$ cat config.mk
export PLATFORM = sky130hd
export DESIGN_NAME = delay_tap_calibrator
export DESIGN_NICKNAME = d
export VERILOG_FILES = /design/src/rtl/delay_cal_pkg.sv /design/src/rtl/delay_capture_sync.sv /design/src/rtl/delay_tap_calibrator.sv
export SDC_FILE = /design/constraint.sdc
export NUM_CORES = 1
export LEC_CHECK = 0
export CAP_MARGIN = 0
export CORE_MARGIN = 3
export CORE_UTILIZATION = 45
export DETAILED_ROUTE_END_ITERATION = 8
export PLACE_DENSITY_LB_ADDON = 0.1
export SETUP_SLACK_MARGIN = 0.2
export SLEW_MARGIN = 10
export SYNTH_ARGS = -nofsm -noshare
export SYNTH_HDL_FRONTEND = slang
export SYNTH_HIERARCHICAL = 1
export SYNTH_SLANG_ARGS = --single-unit
$ cat constraint.sdc
create_clock -name clk -period 3.6 [get_ports clk]
set_clock_uncertainty 0.1 [all_clocks]
set_input_delay 1.08 -clock clk [delete_from_list [all_inputs] [get_ports clk]]
set_output_delay 1.08 -clock clk [all_outputs]
set_load 0.1 [all_outputs]
$ cat src/rtl/delay_cal_pkg.sv
// delay_cal_pkg: shared widths, FSM states and result helper for the delay tap calibrator
`timescale 1ns/1ps
package delay_cal_pkg;
    localparam int TAP_W    = 3;
    localparam int NUM_TAPS = 8;

    typedef enum logic [2:0] {IDLE, SETTLE, LAUNCH, SAMPLE, ACCUM, RECOVER, EVAL, DONE} state_t;

    function automatic logic [TAP_W-1:0] lowest_zero(input logic [NUM_TAPS-1:0] m);
        lowest_zero = TAP_W'(NUM_TAPS-1);
        for (int i = NUM_TAPS-1; i >= 0; i--)
            if (!m[i]) lowest_zero = TAP_W'(i);
    endfunction
endpackage

$ cat src/rtl/delay_capture_sync.sv
// delay_capture_sync: two-flop capture of the asynchronous delay line output
`timescale 1ns/1ps
module delay_capture_sync (
    input  logic clk,
    input  logic rst_n,
    input  logic d,
    output logic q
);
    logic cap1;

    // cap1 takes the measurement sample; cap2 gives it a cycle to resolve metastability
    always_ff @(posedge clk) begin
        if (!rst_n) begin
            cap1 <= 1'b0;
            q    <= 1'b0;
        end else begin
            cap1 <= d;
            q    <= cap1;
        end
    end
endmodule

$ cat src/rtl/delay_tap_calibrator.sv
// delay_tap_calibrator: sweeps all delay taps, launching edges and scoring one-period arrival by majority
`timescale 1ns/1ps
module delay_tap_calibrator
    import delay_cal_pkg::*;
#(
    parameter int SETTLE_CYCLES  = 4,
    parameter int NUM_AVG        = 8,
    parameter int RECOVER_CYCLES = 2
) (
    input  logic                clk,
    input  logic                rst_n,
    input  logic                start,
    output logic                line_in_o,
    output logic [TAP_W-1:0]    sel_o,
    input  logic                line_out_i,
    output logic                busy,
    output logic                done,
    output logic [NUM_TAPS-1:0] pass_map,
    output logic [TAP_W-1:0]    first_fail,
    output logic                all_pass
);
    localparam int CNT_MAX = (SETTLE_CYCLES > RECOVER_CYCLES) ? SETTLE_CYCLES : RECOVER_CYCLES;
    localparam int CNT_W   = $clog2(CNT_MAX + 1);
    localparam int HIT_W   = $clog2(NUM_AVG + 1);

    state_t                state, state_n;
    logic [CNT_W-1:0]      cnt;
    logic [HIT_W-1:0]      hits, trial;
    logic                  cap;
    logic [NUM_TAPS-1:0]   pm_n;

    delay_capture_sync u_cap (.clk(clk), .rst_n(rst_n), .d(line_out_i), .q(cap));

    assign busy = (state != IDLE) && (state != DONE);
    assign done = (state == DONE);

    // next state and the pass map as it will look after scoring the current tap
    always_comb begin
        state_n      = state;
        pm_n         = pass_map;
        pm_n[sel_o]  = (int'(hits) * 2 > NUM_AVG);
        case (state)
            IDLE:    state_n = start ? SETTLE : IDLE;
            SETTLE:  state_n = (cnt == CNT_W'(SETTLE_CYCLES-1)) ? LAUNCH : SETTLE;
            LAUNCH:  state_n = SAMPLE;
            SAMPLE:  state_n = ACCUM;
            ACCUM:   state_n = RECOVER;
            RECOVER: state_n = (cnt != CNT_W'(RECOVER_CYCLES-1)) ? RECOVER :
                               (trial == HIT_W'(NUM_AVG)) ? EVAL : LAUNCH;
            EVAL:    state_n = (sel_o == TAP_W'(NUM_TAPS-1)) ? DONE : SETTLE;
            default: state_n = IDLE;
        endcase
    end

    // state, registered launch/select outputs, counters and results
    always_ff @(posedge clk) begin
        if (!rst_n) begin
            state      <= IDLE;
            line_in_o  <= 1'b0;
            sel_o      <= '0;
            cnt        <= '0;
            hits       <= '0;
            trial      <= '0;
            pass_map   <= '0;
            first_fail <= '0;
            all_pass   <= 1'b0;
        end else begin
            state     <= state_n;
            line_in_o <= (state_n == LAUNCH);
            cnt       <= (state_n == state && (state == SETTLE || state == RECOVER)) ? cnt + 1'b1 : '0;
            case (state)
                IDLE: if (start) begin
                    sel_o      <= '0;
                    pass_map   <= '0;
                    first_fail <= '0;
                    all_pass   <= 1'b0;
                    trial      <= '0;
                    hits       <= '0;
                end
                ACCUM: begin
                    trial <= trial + 1'b1;
                    hits  <= hits + HIT_W'(cap);
                end
                EVAL: begin
                    pass_map <= pm_n;
                    hits     <= '0;
                    trial    <= '0;
                    if (sel_o == TAP_W'(NUM_TAPS-1)) begin
                        first_fail <= lowest_zero(pm_n);
                        all_pass   <= &pm_n;
                    end else begin
                        sel_o <= sel_o + 1'b1;
                    end
                end
                DONE: sel_o <= '0;
                default: ;
            endcase
        end
    end
endmodule

==> results.json, run 1 <==
{
  "yosys.area.top_type": "dfxtp_1",
  "core_area_um2": 3800,
  "synth.cell_area_um2": 1830,
  "slew_headroom_pct": 55.5,
  "cp_data_required_time_ns": 3.68,
  "post-route-util_pct": 56.5,
  "clockBufferDepth": 2,
  "yosysWarnings": 6,
  "die_area_um2": 4870,
  "setup_slack_ns": 0.754,
  "hold_viol": 0,
  "leakage_nw": 0.867,
  "drive_above_1_share_pct": 13.6,
  "port_buffers": 21,
  "antenna_found_initial": 0,
  "htree_levels": 2,
  "nets": 254,
  "grt_pass1_vias": 1482,
  "worstMarginPinSlew_ns": 0.667,
  "start_util_pct": 48.3,
  "reg2reg_from": "sel_o[0]",
  "cts_setup_buffers": 0,
  "ioPinCount": 22,
  "slew_viol_final": 0,
  "dr.first_iter.drc_count": 99,
  "clk_pin_slew_ns": 0.07,
  "final_antenna_net_count": 0,
  "min_path_type": "reg -> reg",
  "synth_top_cell_area_share_pct": 34.9,
  "cp_max_fo": 6,
  "vias": 1578,
  "numCtsBuffers": 5,
  "clockRootBuffer": "clkbuf_8",
  "finalCritPeriodShare_pct": 79.1,
  "clkLatencyLatePin_ns": 0.28,
  "area_delta_synth_final_pct": 17.1,
  "wl_per_cell_um": 13.5,
  "syn_nets": 234,
  "grt-ovfl-total": 0,
  "r2r-end": "all_pass",
  "outcome": "completed",
  "reg2reg_depth": 5,
  "top_usage_layer": "met2",
  "grt_pass1_wl_mm": 6.68,
  "grt_max_degree": 20,
  "cpPeakStageDelay_ns": 0.53,
  "grt_usage_pct": 16.8,
  "hold_buffers": 0,
  "use_met1_pct": 22.5,
  "dieWidth_um": 69.8,
  "num_rows": 22,
  "dpl_worst_slack_ns": 0.474,
  "synth.distinct_cells": 47,
  "synth-main-ff-cell": "dfxtp_1",
  "first_pass_iters": 4,
  "clock_sinks": 32,
  "synth_edf_count": 0,
  "ys_ff_latch": 32,
  "slowest_stage": "clkdlybuf4s50_1",
  "setup_viol": 0,
  "p_per_area_nw_per_um2": 345,
  "ys_seq_area_share_pct": 34.9,
  "fin_setup_tns_ns": 0,
  "period_needed_ns": 2.85,
  "avgViaCountPerCell": 5.44,
  "worstSetupPathType": "in -> reg",
  "met3_usage_pct": 3.62,
  "drc": 0,
  "dpl.hpwl_mm": 2.79,
  "cap_violations": 0,
  "placed_cell_area_um2": 2040,
  "ir_drop_v": 0.000172,
  "startpoint_type": "primary input",
  "whs_endpoint": "u_cap/q",
  "critPathArrivalTime_ns": 2.92,
  "crit_chain": "clkdlybuf4s50_1 > or3b_2 > a21oi_1 > o21ai_0 > a22oi_1 > nor2b_1",
  "cts_tree": "yes",
  "rrSetupSlack_ns": 1.23,
  "final_cell_area_um2": 2150,
  "syn_avg_cell_area_um2": 8.29,
  "holdCritStartpoint": "u_cap/cap1",
  "die_h_um": 69.8,
  "critical_path.endpoint_type": "flip-flop",
  "timing.fmax_mhz": 351,
  "rsz0062_at_grt": "false",
  "insertedDiodeCount": 0,
  "wirelength_mm": 3.92,
  "worstHoldPathCells": 1,
  "ys_top_cells_by_area": "dfxtp_1, nor2b_1, ha_1",
  "syn_inst": 221,
  "use_met2_pct": 26.8,
  "place.gp.congestion": 0.780,
  "cts_resized": 0,
  "async_reset_ff_share_pct": 0
}
==> final cells by class <==
type	count	area, um2
multi-input combinational	171	1130
tap	48	60.1
clock inverter	2	35.0
inverter	8	30.0
timing repair buffer	23	180
sequential	32	641
fill	359	1650
clock buffer	6	72.6
==> power breakdown <==
group          internal (mW)  switching [mW]  total, mW
sequential             0.357         0.00419      0.361
clock                  0.205           0.132      0.337
combinational         0.0161          0.0256     0.0417
==> synthesized netlist by cell type, drive strengths merged, types with 2 or more instances <==
| master | number |
|---|---|
| and2 | 7 |
| nand4 | 2 |
| ha | 9 |
| nor3b | 2 |
| nand2b | 6 |
| dfxtp | 32 |
| o31ai | 3 |
| a21oi | 13 |
| or4b | 2 |
| nor2 | 16 |
| or3b | 2 |
| a21o | 4 |
| nand3 | 3 |
| o21a | 4 |
| and3b | 3 |
| nand2 | 19 |
| nor3 | 3 |
| o21ai | 10 |
| xor2 | 3 |
| o22ai | 2 |
| clkbuf | 9 |
| a22oi | 5 |
| inv | 8 |
| and3 | 5 |
| mux2i | 7 |
| nor2b | 19 |
| a21boi | 4 |
| or2 | 2 |
| nor4 | 3 |
==> metrics by stage <==
step                cells  hold WS [ns]  power [mW]
detailed placement    282         0.319       0.411
CTS                   290         0.336       0.752
finish                290         0.330       0.740
global route          290         0.357       0.769
floorplan             221         0.306       0.397
global placement      282         0.315       0.411
==> cells by family (layout without fill, tap and decap cells) <==
group / after synthesis / after routing / share of synthesized area (%)
mux: 8 / 8 / 4.44
flops: 32 / 32 / 34.9
xor+xnor: 4 / 4 / 1.91
compound gates: 55 / 55 / 20.1
buf+inv: 18 / 39 / 3.69
simple gates: 95 / 95 / 28.7
fa+ha+maj: 9 / 9 / 6.14
==> cells in the final DEF (no fill, tap or decap), types with 4 or more instances in the layout <==
cell type / instances
nor2_1: 15
clkbuf_8: 5
nand2b_1: 6
nor2b_1: 19
and2_1: 7
buf_4: 20
a22oi_1: 5
mux2i_1: 7
nand2_1: 19
a21oi_1: 13
a21o_1: 4
o21ai_0: 10
and3_1: 5
ha_1: 9
inv_1: 8
dfxtp_1: 32
o21a_1: 4
==> critical path, delay by kind of cell <==
| family | cells | cell delay, ns |
|---|---|---|
| AO/OA/AOI/OAI | 3 | 0.78 |
| AND/OR/NAND/NOR | 2 | 0.55 |
| buffers and inverters | 1 | 0.53 |
==> routing by layer <==
layer	up-vias	part of all wire [%]
met5	-	0
met4	0	0.92
met3	4	3.7
met2	26	46
met1	730	49
li1	818	-
==> flip-flops by register name (all words and copies together), names as in the netlist <==
signal and cells:
cnt 3, u_cap/q 1, u_cap/cap1 1, state 3
first_fail 3, line_in_o 1, hits 4, pass_map 8
sel_o 3, all_pass 1, trial 4
==> how the worst max path moves through the flow <==
stage	from	end	slack [ns]	cells after the start
after floorplan	state[1]	busy	0.39	3
after global placement	start	pass_map[6]	0.49	6
after detailed placement	start	pass_map[6]	0.47	6
after CTS	start	pass_map[6]	0.77	6
after global routing	start	pass_map[6]	0.61	6
final	start	pass_map[6]	0.75	6
No activity file was read; power rests on OpenSTA's default activity.
==> run 2: changes to the inputs <==
- clock period: 3.6 -> 2.5 ns (I/O delays scaled with it)
==> results.json, run 2 (synthesized netlist as in run 1, its figures left out) <==
{
  "clockBufferDepth": 2,
  "grt_usage_pct": 17.2,
  "antenna_found_initial": 0,
  "core_area_um2": 3800,
  "slew_viol_final": 0,
  "cap_violations": 0,
  "clkLatencyLatePin_ns": 0.29,
  "slew_headroom_pct": 64.8,
  "htree_levels": 2,
  "numCtsBuffers": 5,
  "grt-ovfl-total": 0,
  "fin_cells": 297,
  "dr.first_iter.drc_count": 98,
  "start_util_pct": 48.3,
  "drc": 0,
  "num_rows": 22,
  "ir_drop_v": 0.000427,
  "startpoint_type": "primary input",
  "cts_tree": "yes",
  "clockRootBuffer": "clkbuf_8",
  "grt_max_degree": 19,
  "area_delta_synth_final_pct": 24.4,
  "reg2reg_from": "sel_o[1]",
  "grt_pass1_wl_mm": 6.81,
  "finalCritPeriodShare_pct": 87.8,
  "layout_commonest_cell": "dfxtp_1",
  "cp_data_required_time_ns": 2.64,
  "period_needed_ns": 2.20,
  "dpl.hpwl_mm": 2.85,
  "fin_setup_tns_ns": 0,
  "leakage_nw": 0.916,
  "critical_path.endpoint_type": "flip-flop",
  "hold_buffers": 0,
  "ioPinCount": 22,
  "power.total_mw": 1.02,
  "clk_pin_slew_ns": 0.07,
  "top_register": "pass_map",
  "avgViaCountPerCell": 5.55,
  "critPathArrivalTime_ns": 2.34,
  "dieWidth_um": 69.8,
  "first_pass_iters": 4,
  "dp.cells": 289,
  "endpoint": "first_fail[1]",
  "clock_sinks": 32,
  "reg2reg_depth": 6,
  "rsz0062_at_grt": "false",
  "die_area_um2": 4870,
  "wirelength_mm": 4.09,
  "placed_cell_area_um2": 2180,
  "min_path_type": "reg -> reg",
  "grt_pass1_vias": 1487,
  "drive_above_1_share_pct": 19.3,
  "outcome": "completed",
  "port_buffers": 21,
  "cts_setup_buffers": 0,
  "cp_max_fo": 3,
  "startpoint": "start",
  "holdCritStartpoint": "u_cap/cap1",
  "worstMarginPinSlew_ns": 0.526,
  "place.gp.congestion": 0.857,
  "p_per_area_nw_per_um2": 445,
  "nets": 261,
  "reg_top3": "pass_map (8), hits (4), trial (4)",
  "final_cell_area_um2": 2280,
  "r2r-end": "first_fail[1]",
  "rrSetupSlack_ns": 0.40,
  "vias": 1649,
  "largest_reg_flops": 8,
  "wl_per_cell_um": 13.8,
  "worstSetupPathType": "in -> reg",
  "final_antenna_net_count": 0,
  "fillers": 365,
  "post-route-util_pct": 60.0,
  "worstHoldPathCells": 1,
  "hold_viol": 0,
  "die_h_um": 69.8,
  "timing.fmax_mhz": 455,
  "insertedDiodeCount": 0,
  "mostFrequentLayoutCells": "dfxtp_1, buf_4, nand2_1, nor2b_1, nor2_1",
  "setup_viol": 0
}
run 2: where the power goes:
part	switching (mW)	internal, mW	total [mW]
registers	0.00613	0.514	0.520
clock network	0.201	0.220	0.421
logic	0.0402	0.0337	0.0739
total	0.248	0.767	1.02
run 2: worst min-delay path by stage:
stage,to,slack (ns)
finish,u_cap/q,0.34
global route,u_cap/q,0.37
CTS,u_cap/q,0.34
detailed placement,u_cap/q,0.32
global placement,u_cap/q,0.32
floorplan,u_cap/q,0.31
run 2: final cells by class:
class,count,area [um2],share of cell area [%]
clock inverter,2,10.0,0.439
timing repair buffer,30,308,13.5
inverter,8,30.0,1.32
tap,48,60.1,2.63
clock buffer,6,82.6,3.62
sequential,32,647,28.4
multi-input combinational,171,1140,50.1
run 2: worst max-delay path, stage by stage:
cell and delay, ns:
clkdlybuf4s50_1 0.47, buf_4 0.11, nor4_1 0.06, or4b_4 0.57, o31ai_1 0.23, and2_1 0.14
run 2: routing by layer:
layer	vias up	global-route usage (%)	part of all wire [%]
met5	-	0	0
met3	7	5.36	4.5
met1	768	23.2	49
li1	843	-	-
met2	31	25.8	45
met4	0	6.38	1.4
run 2: what timing repair did:
| action | CTS | global route |
|---|---|---|
| resized for setup | 0 | 4 |
| endpoints found under the hold margin | 0 | 0 |
| endpoints found under the setup margin | 0 | 6 |
run 2: stage by stage:
stage / setup WS (ns) / hold WS, ns
2_1_floorplan: 0.247 / 0.306
3_3_place_gp: -0.0511 / 0.318
3_5_place_dp: -0.0801 / 0.324
4_1_cts: 0.205 / 0.340
5_1_grt: 0.202 / 0.365
6_report: 0.304 / 0.335
